<file path="src/rtl/mipsu_pkg.sv">
// Shared encodings for the MEM/WB slice: load types and writeback FSM states.
// Optional LWL/LWR support in this slice is enabled with MIPSU_LWLR_EN.
package mipsu_pkg;

    typedef enum logic [2:0] {
        LD_NONE = 3'd0,
        LD_LB   = 3'd1,
        LD_LBU  = 3'd2,
        LD_LH   = 3'd3,
        LD_LHU  = 3'd4,
        LD_LW   = 3'd5,
        LD_LWL  = 3'd6,
        LD_LWR  = 3'd7
    } load_type_e;

    typedef enum logic [1:0] {
        ST_IDLE = 2'd0,
        ST_WAIT = 2'd1,
        ST_WB   = 2'd2
    } wb_state_e;

endpackage

</file>
<file path="src/rtl/load_align.sv">
// Combinational load data alignment/extension and misalignment detection.
// With MIPSU_LWLR_EN defined, LWL/LWR merge memory bytes into old_rt; otherwise they flag misalign.
module load_align
    import mipsu_pkg::*;
#(
    parameter int unsigned BIG_ENDIAN = 1
) (
    input  logic [31:0] mem_word,
    input  logic [1:0]  offset,
    input  load_type_e  load_type,
    input  logic [31:0] old_rt,
    output logic [31:0] data,
    output logic        misalign
);

    logic [1:0]  byte_idx;
    logic [7:0]  sel_byte;
    logic        half_hi;
    logic [15:0] sel_half;
    logic [4:0]  lwl_sh;
    logic [4:0]  lwr_sh;
    logic [31:0] lwl_data;
    logic [31:0] lwr_data;

    always_comb begin
        // Byte offset 0 is the most significant byte in big-endian mode.
        byte_idx = (BIG_ENDIAN != 0) ? ~offset : offset;
        sel_byte = mem_word[{byte_idx, 3'b000} +: 8];
        half_hi  = (BIG_ENDIAN != 0) ? ~offset[1] : offset[1];
        sel_half = half_hi ? mem_word[31:16] : mem_word[15:0];

        // Partial-word merges: shift memory into place, keep the uncovered rt bytes.
        lwl_sh   = {((BIG_ENDIAN != 0) ? offset : ~offset), 3'b000};
        lwr_sh   = {((BIG_ENDIAN != 0) ? ~offset : offset), 3'b000};
        lwl_data = (mem_word << lwl_sh) | (old_rt & ~({32{1'b1}} << lwl_sh));
        lwr_data = (mem_word >> lwr_sh) | (old_rt & ~({32{1'b1}} >> lwr_sh));

        data     = '0;
        misalign = 1'b0;
        case (load_type)
            LD_LB:  data = {{24{sel_byte[7]}}, sel_byte};
            LD_LBU: data = {24'b0, sel_byte};
            LD_LH: begin
                data     = {{16{sel_half[15]}}, sel_half};
                misalign = offset[0];
            end
            LD_LHU: begin
                data     = {16'b0, sel_half};
                misalign = offset[0];
            end
            LD_LW: begin
                data     = mem_word;
                misalign = (offset != 2'd0);
            end
            LD_LWL: begin
                data = lwl_data;
`ifdef MIPSU_LWLR_EN
                misalign = 1'b0;
`else
                misalign = 1'b1;
`endif
            end
            LD_LWR: begin
                data = lwr_data;
`ifdef MIPSU_LWLR_EN
                misalign = 1'b0;
`else
                misalign = 1'b1;
`endif
            end
            default: data = '0;
        endcase
    end

endmodule

</file>
<file path="src/rtl/mem_wb_stage.sv">
// MEM/WB stage: waits for load data, aligns it and drives the regfile write port and LL strobe.
// LWL/LWR are legal only when built with MIPSU_LWLR_EN (handled in load_align).
module mem_wb_stage
    import mipsu_pkg::*;
#(
    parameter int unsigned BIG_ENDIAN     = 1,
    parameter int unsigned TIMEOUT_CYCLES = 255
) (
    input  logic        Clk,
    input  logic        Rst,
    input  logic        InValid,
    output logic        InReady,
    input  logic        InRegWrite,
    input  logic [4:0]  InWriteReg,
    input  logic [31:0] InAluResult,
    input  logic [2:0]  InLoadType,
    input  logic        InIsLL,
    input  logic        InIsSC,
    input  logic [31:0] InOldRt,
    input  logic [31:0] MemRdData,
    input  logic        MemAck,
    input  logic        LLbitout,
    output logic        RegWrite,
    output logic [4:0]  WriteReg,
    output logic [31:0] WriteData,
    output logic        LLbitin,
    output logic        AddrErr,
    output logic        BusErr
);

    localparam int unsigned CW = (TIMEOUT_CYCLES > 1) ? $clog2(TIMEOUT_CYCLES) : 1;

    wb_state_e   state_q, state_d;
    logic [CW-1:0] cnt_q, cnt_d;
    logic        regwrite_q, regwrite_d;
    logic [4:0]  wreg_q, wreg_d;
    logic [31:0] alu_q, alu_d;
    load_type_e  ltype_q, ltype_d;
    logic        ll_q, ll_d;
    logic [31:0] oldrt_q, oldrt_d;
    logic        reg_write_q, reg_write_d;
    logic [31:0] write_data_q, write_data_d;
    logic        llbit_set_q, llbit_set_d;
    logic        addr_err_q, addr_err_d;
    logic        bus_err_q, bus_err_d;
    logic        sc_wb_q, sc_wb_d;

    logic        in_ready;
    logic        accept;
    logic        in_wait;
    logic [1:0]  al_offset;
    load_type_e  al_type;
    logic [31:0] al_rt;
    logic [31:0] al_data;
    logic        al_misalign;

    assign in_wait  = (state_q == ST_WAIT);
    assign in_ready = (state_q == ST_IDLE) || (state_q == ST_WB);
    assign accept   = InValid && in_ready;

    // One aligner serves both uses: misalign check on the incoming op, data merge while waiting.
    assign al_offset = in_wait ? alu_q[1:0] : InAluResult[1:0];
    assign al_type   = in_wait ? ltype_q : load_type_e'(InLoadType);
    assign al_rt     = in_wait ? oldrt_q : InOldRt;

    load_align #(
        .BIG_ENDIAN(BIG_ENDIAN)
    ) u_align (
        .mem_word (MemRdData),
        .offset   (al_offset),
        .load_type(al_type),
        .old_rt   (al_rt),
        .data     (al_data),
        .misalign (al_misalign)
    );

    always_comb begin
        state_d      = state_q;
        cnt_d        = cnt_q;
        regwrite_d   = regwrite_q;
        wreg_d       = wreg_q;
        alu_d        = alu_q;
        ltype_d      = ltype_q;
        ll_d         = ll_q;
        oldrt_d      = oldrt_q;
        write_data_d = write_data_q;
        reg_write_d  = 1'b0;
        llbit_set_d  = 1'b0;
        addr_err_d   = 1'b0;
        bus_err_d    = 1'b0;
        sc_wb_d      = 1'b0;

        case (state_q)
            ST_IDLE, ST_WB: begin
                state_d = ST_IDLE;
                if (accept) begin
                    regwrite_d = InRegWrite;
                    wreg_d     = InWriteReg;
                    alu_d      = InAluResult;
                    ltype_d    = load_type_e'(InLoadType);
                    ll_d       = InIsLL;
                    oldrt_d    = InOldRt;
                    cnt_d      = '0;
                    if (al_misalign) begin
                        state_d    = ST_WB;
                        addr_err_d = 1'b1;
                    end else if (load_type_e'(InLoadType) != LD_NONE) begin
                        state_d = ST_WAIT;
                    end else begin
                        state_d      = ST_WB;
                        reg_write_d  = InRegWrite && (InWriteReg != 5'd0);
                        write_data_d = InAluResult;
                        sc_wb_d      = InIsSC;
                    end
                end
            end
            ST_WAIT: begin
                if (MemAck) begin
                    state_d      = ST_WB;
                    reg_write_d  = regwrite_q && (wreg_q != 5'd0);
                    write_data_d = al_data;
                    llbit_set_d  = ll_q;
                end else if (TIMEOUT_CYCLES != 0) begin
                    if (cnt_q == CW'(TIMEOUT_CYCLES - 1)) begin
                        state_d   = ST_IDLE;
                        bus_err_d = 1'b1;
                    end else begin
                        cnt_d = cnt_q + CW'(1);
                    end
                end
            end
            default: state_d = ST_IDLE;
        endcase
    end

    always_ff @(posedge Clk or posedge Rst) begin
        if (Rst) begin
            state_q      <= ST_IDLE;
            cnt_q        <= '0;
            regwrite_q   <= 1'b0;
            wreg_q       <= '0;
            alu_q        <= '0;
            ltype_q      <= LD_NONE;
            ll_q         <= 1'b0;
            oldrt_q      <= '0;
            reg_write_q  <= 1'b0;
            write_data_q <= '0;
            llbit_set_q  <= 1'b0;
            addr_err_q   <= 1'b0;
            bus_err_q    <= 1'b0;
            sc_wb_q      <= 1'b0;
        end else begin
            state_q      <= state_d;
            cnt_q        <= cnt_d;
            regwrite_q   <= regwrite_d;
            wreg_q       <= wreg_d;
            alu_q        <= alu_d;
            ltype_q      <= ltype_d;
            ll_q         <= ll_d;
            oldrt_q      <= oldrt_d;
            reg_write_q  <= reg_write_d;
            write_data_q <= write_data_d;
            llbit_set_q  <= llbit_set_d;
            addr_err_q   <= addr_err_d;
            bus_err_q    <= bus_err_d;
            sc_wb_q      <= sc_wb_d;
        end
    end

    assign InReady  = in_ready;
    assign RegWrite = reg_write_q;
    assign WriteReg = wreg_q;
    // SC reads the link bit during its WB cycle so an LL retiring just ahead is already visible.
    assign WriteData = sc_wb_q ? {31'b0, LLbitout} : write_data_q;
    assign LLbitin  = llbit_set_q;
    assign AddrErr  = addr_err_q;
    assign BusErr   = bus_err_q;

endmodule
</file>
<file path="config.mk">
export PLATFORM = sky130hd
export DESIGN_NAME = mem_wb_stage
export DESIGN_NICKNAME = d
export VERILOG_FILES = /design/src/rtl/mipsu_pkg.sv /design/src/rtl/load_align.sv /design/src/rtl/mem_wb_stage.sv
export SDC_FILE = /design/constraint.sdc
export NUM_CORES = 1
export LEC_CHECK = 0
export CORE_ASPECT_RATIO = 0.6
export CORE_MARGIN = 5
export CORE_UTILIZATION = 40
export CTS_BUF_LIST = sky130_fd_sc_hd__clkbuf_2
export DETAILED_ROUTE_END_ITERATION = 7
export GPL_TIMING_DRIVEN = 0
export PLACE_DENSITY = 0.69
export SLEW_MARGIN = 25
export SYNTH_ARGS = -nofsm -noshare
export SYNTH_HDL_FRONTEND = slang
export SYNTH_SLANG_ARGS = --single-unit
export TNS_END_PERCENT = 50
</file>
<file path="constraint.sdc">
create_clock -name Clk -period 3.4 [get_ports Clk]
set_clock_uncertainty 0.05 [all_clocks]
set_input_delay 0.68 -clock Clk [delete_from_list [all_inputs] [get_ports Clk]]
set_output_delay 0.68 -clock Clk [all_outputs]
set_load 0.03 [all_outputs]
</file>
== After elaboration in Yosys (flattened, before gate mapping) ==
Index checks and enable logic that the tools add are counted.
Operators by class
  add/sub/neg operators: 1
  equality and inequality tests: 17
  shift operators: 5
  muxes and demuxes: 39
  bitwise logic cells: 7
  reduce and logical (&&, ||, !) cells: 16
Operator list (count)
  $pmux 32 s7: 1
  $mux 32: 6
  $and 32x32->32: 2
  $not 32->32: 2
  $or 32x32->32: 2
  $pmux 32 s2: 1
  $shiftx 32x6->8: 1
  $shl 32x5->32: 1
  $shl 32x5->32 const A: 1
  $shr 32x5->32: 1
  $shr 32x5->32 const A: 1
  $mux 8: 3
  $mux 1: 16
  $mux 16: 1
  $pmux 8 s2: 1
  $eq 3x3->1 const B: 4
  $mux 2: 6
  $ne 2x2->1 const B: 6
  $reduce_bool 5->1: 2
  $add 8x1->8 const B: 1
  $eq 8x8->1 const B: 1
  $eq 3x2->1 const B: 2
  $reduce_or 2->1: 3
  $reduce_and 5->1: 1
  other kinds (16): 19
Word-level totals
  register bits: 91
  input bits: 112
  output and inout bits: 42
  logic and storage cells: 99

== Longest topological paths before layout ==
Gate-level depths: netlist of the first run.
  depth in word-level cells: 10
  mapped depth: 10
  depth with buffers taken out: 8

== By module ==
From an unflattened synthesis of the first run, not the netlist that was laid out.
Unflattened totals
  cells, all modules: 671
  area, all modules: 6261.0 µm²
By module, submodules not included
  mem_wb_stage: times used 1, cells each 445, area each 4493.1 µm²
  load_align: times used 1, cells each 226, area each 1767.9 µm²

== Least setup slack after synthesis of the first run ==
OpenSTA, ideal clock, no wires.
  path type: register to register
  start: reg state_q[1]
  end: reg write_data_q[26]
  data arrival time: 2.312 ns
  data required time: 3.215 ns
  slack: 0.904 ns
  cell stages (with the launch flop): 9
  path buffers: 2
  period minus slack after synthesis: 2.496 ns
  cells stage by stage: dfrtp_1 -> nand2b_1 -> buf_6 -> mux2i_2 -> mux2_1 -> mux4_2 -> buf_6 -> a221oi_2 -> o22ai_1
On the way
  word-level cells in the longest chain between the ends: 10
  elaborated cells on any way between the ends: 42
Ends and longest elaborated chain
  start: declaration: RTL line mem_wb_stage.sv:33  | wb_state_e state_q, state_d;
  start signal: assignment: RTL line mem_wb_stage.sv:153  | state_q <= state_d;
  $eq 2x1->1: RTL line mem_wb_stage.sv:57, mem_wb_stage.sv:93
  $mux 2: RTL line mem_wb_stage.sv:62  | assign al_offset = in_wait ? alu_q[1:0] : InAluResult[1:0];
  $not 2->2
  $shr 32x5->32: RTL line load_align.sv:36  | lwr_data = (mem_word >> lwr_sh) | (old_rt & ~({32{1'b1}} >> lwr_sh));
  $not 32->32: RTL line load_align.sv:36
  $and 32x32->32: RTL line load_align.sv:36
  $or 32x32->32: RTL line load_align.sv:36
  $pmux 32 s7: RTL line load_align.sv:40  | case (load_type)
  $mux 32: RTL line mem_wb_stage.sv:118  | if (MemAck) begin
  $pmux 32 s2: RTL line mem_wb_stage.sv:93  | case (state_q)
  end signal: assignment: RTL line mem_wb_stage.sv:162  | write_data_q <= write_data_d;
  end: declaration: RTL line mem_wb_stage.sv:42  | logic [31:0] write_data_q, write_data_d;
Several ways; a longest one is shown, not always the timed one. The select of a mux whose other input is x is not followed.
A chain may end at the register's enable or synchronous reset.

== Worst setup path in the final report of the first run ==
  start: reg state_q[1]
  end: reg write_data_q[23]
Same word-level chain as after synthesis.

==> results of run 1 <==
-- per-stage QoR --
stage	TNS [ns]	hold WS (ns)	std cells
finish	0	0.2861	1182
global route	-0.007070	0.3436	1182
CTS	0	0.3141	1182
detailed placement	-1.972	0.4108	1166
global placement	-116.08	0.3993	1165
floorplan	0	0.3874	809
-- cell usage in the layout (no fill, tap or decap), types with 3 or more instances in the layout --
master / synthesis / routed
clkbuf_1: 44 / 43
nand2_1: 206 / 206
a2111oi_1: 0 / 3
nor4bb_1: 3 / 3
nor2_1: 60 / 60
a41oi_1: 5 / 5
buf_2: 11 / 11
a311oi_1: 8 / 5
nand3_1: 12 / 12
a2111oi_0: 27 / 23
buf_1: 6 / 6
a32oi_1: 6 / 6
a221oi_1: 10 / 10
nor2b_1: 34 / 34
nor3_1: 13 / 13
o32ai_1: 6 / 6
xor2_1: 6 / 6
o22ai_1: 7 / 7
dfrtp_1: 91 / 91
a221oi_2: 8 / 8
nor3b_1: 17 / 17
a31oi_1: 22 / 21
a311oi_2: 0 / 3
a21oi_1: 40 / 40
or3_1: 17 / 17
mux2i_1: 43 / 42
inv_6: 0 / 4
clkdlybuf4s50_1: 0 / 153
mux2_2: 4 / 4
o21ai_1: 3 / 4
mux2i_2: 3 / 4
inv_1: 8 / 7
and3_1: 15 / 15
o21ai_0: 29 / 28
clkbuf_2: 0 / 10
a32o_1: 6 / 6
and2_1: 3 / 3
-- state kept, by name, summed over array words and instances (netlist names), 2 cells and up --
register / cells
oldrt_q: 32
write_data_q: 32
cnt_q: 8
WriteReg: 5
ltype_q: 3
alu_q: 2
state_q: 2
-- path summary, 6_finish.rpt --
check                            from               end  cells past startpoint  slack (ns)
max                        state_q[1]  write_data_q[23]                      9        0.07
min                               Rst   write_data_q[9]                      2        0.29
max reg2reg                state_q[1]  write_data_q[23]                      9        0.07
min reg2reg                regwrite_q        regwrite_q                      2        0.47
max in group asynchronous         Rst       oldrt_q[17]                      3        2.39
min in group Clk           InOldRt[6]        oldrt_q[6]                      3        0.45
-- power by group --
part,leakage [nW],internal (mW),switching [mW]
Combinational,2.33,1.52,2.67
Clock,0.0813,0.192,0.470
Sequential,1.12,1.50,0.285
Total,3.53,3.22,3.43
-- synthesized netlist by cell type (all sizes together) (2+ instances only) --
cell type / n
inv: 8
mux2i: 46
a21oi: 41
clkbuf: 44
buf: 21
a41oi: 5
a221oi: 18
and3: 15
o21ai: 32
nand2: 206
a31o: 2
nor3: 13
ha: 2
o21a: 2
xor2: 6
o31ai: 2
nand4: 2
a311oi: 8
nor2: 61
nand3: 12
a32o: 6
nor4bb: 3
and2: 3
dfrtp: 91
nor3b: 17
mux2: 6
a2111oi: 27
a31oi: 22
a32oi: 6
or3: 17
or4: 2
nand2b: 2
o22ai: 7
nor2b: 34
o32ai: 6
-- cell type report --
type	count	area [sq um]	share of cell area, %
buffer	65	281.5	3.344
timing repair buffer	154	1559	18.52
inverter	8	35.03	0.4162
tap	203	254.0	3.017
sequential	91	2277	27.05
clock buffer	9	45.04	0.5351
clock inverter	7	87.58	1.040
multi-input combinational	645	3879	46.08
-- timing repair --
action,4_1_cts,5_1_grt
setup endpoints to repair,0,7
resized for setup,0,10
hold buffers,0,0
-- routing by layer --
| metal | up-vias | track usage (%) | share of wire [%] |
|---|---|---|---|
| met2 | 521 | 36.46 | 37 |
| met3 | 58 | 11.15 | 15 |
| met1 | 3330 | 45.38 | 46 |
| met5 | - | 0 | 0 |
| met4 | 0 | 5.534 | 1.8 |
| li1 | 3247 | - | - |
-- cells by family (layout without fill, tap and decap cells) --
family,count (synthesis),count (layout)
fa+ha+maj,2,2
compound gates,193,193
buf+inv,73,243
xor+xnor,7,7
mux,53,53
simple gates,390,390
flops,91,91
==> impl_results.md, run 1 <==
- Clock latency on the worst-skew pair: 0.64 ns
- DP Area: 8245 sq um
- Fmax: 300.4 MHz
- Initial core utilization: 41.34%
- CTS Buf Count: 9
- WL final: 28.09 mm
- CP startpoint kind: flop
- Largest family of logic cells by synthesized area: simple AND/OR/NAND/NOR gates
- Ys async rst share: 100.0%
- Post-synthesis mux area share: 8.741%
- Share of cells above drive strength 1: 6.435%
- CP most frequent cell: buf_2
- Fin crit share: 97.90%
- Worst Setup Path Type: reg2reg
- Final Critical Period: 3.328 ns
- RePlAce Congestion: 1.043
- Hold Crit Class: in2async
- Post-Synth XOR/XNOR Area: 0.9539%
- First-pass GRT wire length: 41.22 mm
- Vias per inst: 6.054
- Final total power: 6.651 mW
- Hold Vio Cnt, Final: 0
- Crit-path max FO: 10
- Global-route usage over all layers: 28.86%
- Area grow syn2layout: 30.97%
- CP required: 3.91 ns
- Clk pin slew, worst setup/hold paths: 0.32 ns
- CTS tree: yes
- Die X-Extent: 173.7 um
- DRT iter0 DRCs: 1,272
- Synth Warn #: 0
- Synth Area in Compound Gates: 21.90%
- CP delay by family, top: buffers and inverters
- Final HPWL DP: 21.72 mm
- Area leader, netlist: dfrtp_1
- Antenna violations before repair: 0
- Post-synth EDFFs: 0
- RSZ-0062 raised after global routing: true
- Design area: 8418 sq um
- Measured slew at the worst slew-check pin: 1.054 ns
- PortBufs: 153
- Maximum vdd drop: 317.5 uV
- Pin count of the biggest net entering global routing: 59
- WP buf/inv: 4
- Vias: 7,156
- Post-Syn Nets: 923
- CP cell instances: nand2b_1 -> buf_6 -> buf_2 -> mux2i_1 -> buf_2 -> clkbuf_1 -> a2111oi_0 -> o21ai_0 -> a31oi_1
- Core area: 15,550 sq um
- Root Driver: clkbuf_2
- Leak Pwr: 3.527 nW
- Avg WL per Cell: 23.77 um
- Post-CTS setup buffer count: 0
- Drt drc: 0
- Die ar.: 18,790 sq um
- Die H: 108.2 um
- Final slew viol count: 0
- Mapped Cells: 809
- Outcome: finished clean
- Routed Antenna Nets: 0
- Fin worst setup slack: 0.07153 ns
- # clock sinks: 91
- Share of the synthesized area in the top cell type: 35.43%
- Mapped cell area: 6427 sq um
- Post-synthesis adder-cell area fraction: 0.3893%
- Total Nets Final: 1,088
- Simple-gate share of the synthesized area: 27.76%
- Total gr overflow: 0
- Distinct cell type count after synthesis: 58
- Setup Viol. Count Final: 0
- Max-slew headroom: 27.92%
- Max incr delay on CP: 0.54 ns
- First-pass DRT Iterations: 6
- Row count: 35
- Vias in the first global route: 6,514
- Synth top area cells: dfrtp_1, nand2_1, mux2i_1, a2111oi_0, nor2_1
- Synth Register Bits: 91
- Clock buffer depth: 2
- Fill count: 1,509
- H-tree Lvls: 3
- N_diodes: 0
- P per Cell Area: 790.1 nW/um^2
- Avg Cell Area, Syn: 7.945 sq um
- Sequential share of the synthesized area: 35.43%
- # IOs: 154
- Commonest register cell after synthesis: dfrtp_1
- Slowest-stage cell, CP: dfrtp_1
- Fin util: 54.15%
- Place WS: -0.5671 ns
- Maxcap violations: 0
- CP arrival: 3.83 ns
- Critical path capture point type: flop
No activity file was read; power rests on OpenSTA's default activity.
==> run 2, diff against run 1 <==
--- a/config.mk
+++ b/config.mk
@@ -16,4 +16,4 @@
 export SYNTH_ARGS = -nofsm -noshare
 export SYNTH_HDL_FRONTEND = slang
 export SYNTH_SLANG_ARGS = --single-unit
-export TNS_END_PERCENT = 50
+export TNS_END_PERCENT = 10
==> run 2 against run 1 <==
Final cell count unchanged. Largest cell class unchanged. Global-route usage unchanged. Clock power decreased by 0.8%. Non-clock buffer count unchanged. Critical endpoint unchanged. Critical path depth unchanged. Die area unchanged. Largest power group unchanged. Count of clock-buffer cells in the layout unchanged.
==> impl_results.md, run 2 (synthesis results as in run 1) <==
- Outcome: finished clean
- Fin crit share: 96.71% (-1.2 points)
- Final HPWL DP: 21.72 mm (unchanged)
- N_diodes: 0 (unchanged)
- Place WS: -0.5671 ns (unchanged)
- Worst Setup Path Type: reg2reg
- # clock sinks: 91 (unchanged)
- Clock latency on the worst-skew pair: 0.64 ns (about the same)
- Row count: 35 (unchanged)
- Vias per inst: 6.042 (-0.20%)
- Maximum vdd drop: 316.7 uV (-0.25%)
- CTS tree: yes
- Setup Viol. Count Final: 0 (unchanged)
- Avg WL per Cell: 23.66 um (-0.44%)
- Clock buffer depth: 2 (unchanged)
- PortBufs: 153 (unchanged)
- Total Nets Final: 1,088 (unchanged)
- Core area: 15,550 sq um (unchanged)
- CP cell instances: nand2b_1 -> buf_6 -> buf_2 -> mux2i_1 -> buf_2 -> nor2_1 -> a2111oi_0 -> o21ai_0 -> a31oi_1
- Hold Crit Class: in2async
- Die X-Extent: 173.7 um (unchanged)
- CP delay by family, top: compound AO/OA/AOI/OAI gates
- Routed Antenna Nets: 0 (unchanged)
- Slowest-stage cell, CP: a2111oi_0
- # IOs: 154 (unchanged)
- Share of cells above drive strength 1: 6.435% (unchanged)
- H-tree Lvls: 3 (unchanged)
- Drt drc: 0 (unchanged)
- CP required: 3.94 ns (+0.03 ns)
- Critical path capture point type: flop
- Vias: 7,142 (-0.20%)
- CTS Buf Count: 9 (unchanged)
- Vias in the first global route: 6,514 (unchanged)
- CP arrival: 3.83 ns (about the same)
- Fmax: 304.1 MHz (+1.2%)
- Post-CTS setup buffer count: 0 (unchanged)
- CTS Hold Buffers Added: 0 (unchanged)
- WL final: 27.97 mm (-0.44%)
- Final slew viol count: 0 (unchanged)
- Antenna violations before repair: 0 (unchanged)
- Measured slew at the worst slew-check pin: 1.114 ns (+0.06033 ns)
- P per Cell Area: 789.8 nW/um^2 (about the same)
- RePlAce Congestion: 1.043 (unchanged)
- First-pass DRT Iterations: 7 (+1)
- DRT iter0 DRCs: 1,250 (-1.7%)
- Root Driver: clkbuf_2
- Commonest non-fill, non-tap cell in the layout: nand2_1
- Global-route usage over all layers: 28.86% (unchanged)
- Leak Pwr: 3.529 nW (about the same)
- Max incr delay on CP: 0.64 ns (+0.10 ns)
- First-pass GRT wire length: 41.22 mm (unchanged)
- Crit-path max FO: 10 (unchanged)
- Leading cell types in the layout, fill and taps excluded: nand2_1, clkdlybuf4s50_1, dfrtp_1
- WP buf/inv: 3 (-1)
- Max-slew headroom: 25.14% (-2.8 points)
- Total gr overflow: 0 (unchanged)
- RSZ-0062 raised after global routing: false
- Die H: 108.2 um (unchanged)
- Final Critical Period: 3.288 ns (-0.04047 ns)
- Area grow syn2layout: 30.89% (about the same)
- CP startpoint kind: flop
- Die ar.: 18,790 sq um (unchanged)
- Clk pin slew, worst setup/hold paths: 0.30 ns (-0.02 ns)
- CP most frequent cell: buf_2
- Hold Vio Cnt, Final: 0 (unchanged)
- Maxcap violations: 0 (unchanged)
- Initial core utilization: 41.34% (unchanged)
- Largest regs: oldrt_q (32), write_data_q (32), cnt_q (8)
- Final total power: 6.645 mW (about the same)
- Fin worst setup slack: 0.1120 ns (+0.04047 ns)
- Pin count of the biggest net entering global routing: 59 (unchanged)
-- run 2: path summary, 6_finish.rpt --
kind / start / endpoint / slack [ns] / depth (start not counted)
max: state_q[1] / write_data_q[23] / 0.11 / 9
min: Rst / write_data_q[26] / 0.30 / 2
max reg2reg: state_q[1] / write_data_q[23] / 0.11 / 9
min reg2reg: ll_q / ll_q / 0.47 / 2
max in group asynchronous: Rst / oldrt_q[17] / 2.39 / 3
min in group Clk: InIsLL / ll_q / 0.45 / 3
-- run 2: what timing repair did --
item,in CTS,in global routing
endpoints found under the hold margin,0,0
gates resized for setup,0,10
endpoints found under the setup margin,0,7
-- run 2: worst reg2reg max path, delay by kind of cell (launching register included) --
kind                   cells  cell delay (ns)
buffers and inverters      3             0.73
AOI/OAI and AO/OA          3             1.18
DFF                        1             0.54
muxes                      1             0.39
and+or+nand+nor            2             0.36
-- run 2: power by group --
part,internal [mW],switching (mW)
clock,0.192,0.466
combinational,1.52,2.68
sequential,1.51,0.281
-- run 2: final cells by class --
cell class | count | area, sq um
Tap cell | 203 | 254.0
Buffer | 65 | 282.8
Multi-Input combinational cell | 645 | 3872
Clock inverter | 7 | 87.58
Timing Repair Buffer | 154 | 1559
Sequential cell | 91 | 2277
Clock buffer | 9 | 45.04
Inverter | 8 | 35.03
Fill cell | 1508 | 7133
-- run 2: stage by stage --
stage | TNS (ns) | hold WS (ns) | util (%) | std cells | area, sq um
detailed placement | -1.972 | 0.4108 | 53.04 | 1166 | 8245
global route | 0 | 0.3436 | 54.12 | 1182 | 8413
global placement | -116.08 | 0.3993 | 52.83 | 1165 | 8213
floorplan | 0 | 0.3874 | - | 809 | 6427
finish | 0 | 0.2951 | 54.12 | 1182 | 8413
CTS | 0 | 0.3141 | 53.89 | 1182 | 8378
-- run 2: layer usage --
layer / global-route usage [%] / up-vias / part of all wire, % / wire length, um
li1: - / 3242 / - / -
met1: 45.38 / 3352 / 46 / 12780
met2: 36.46 / 503 / 37 / 10290
met3: 11.15 / 45 / 16 / 4433
met4: 5.534 / 0 / 1.6 / 458
met5: 0 / - / 0 / 0
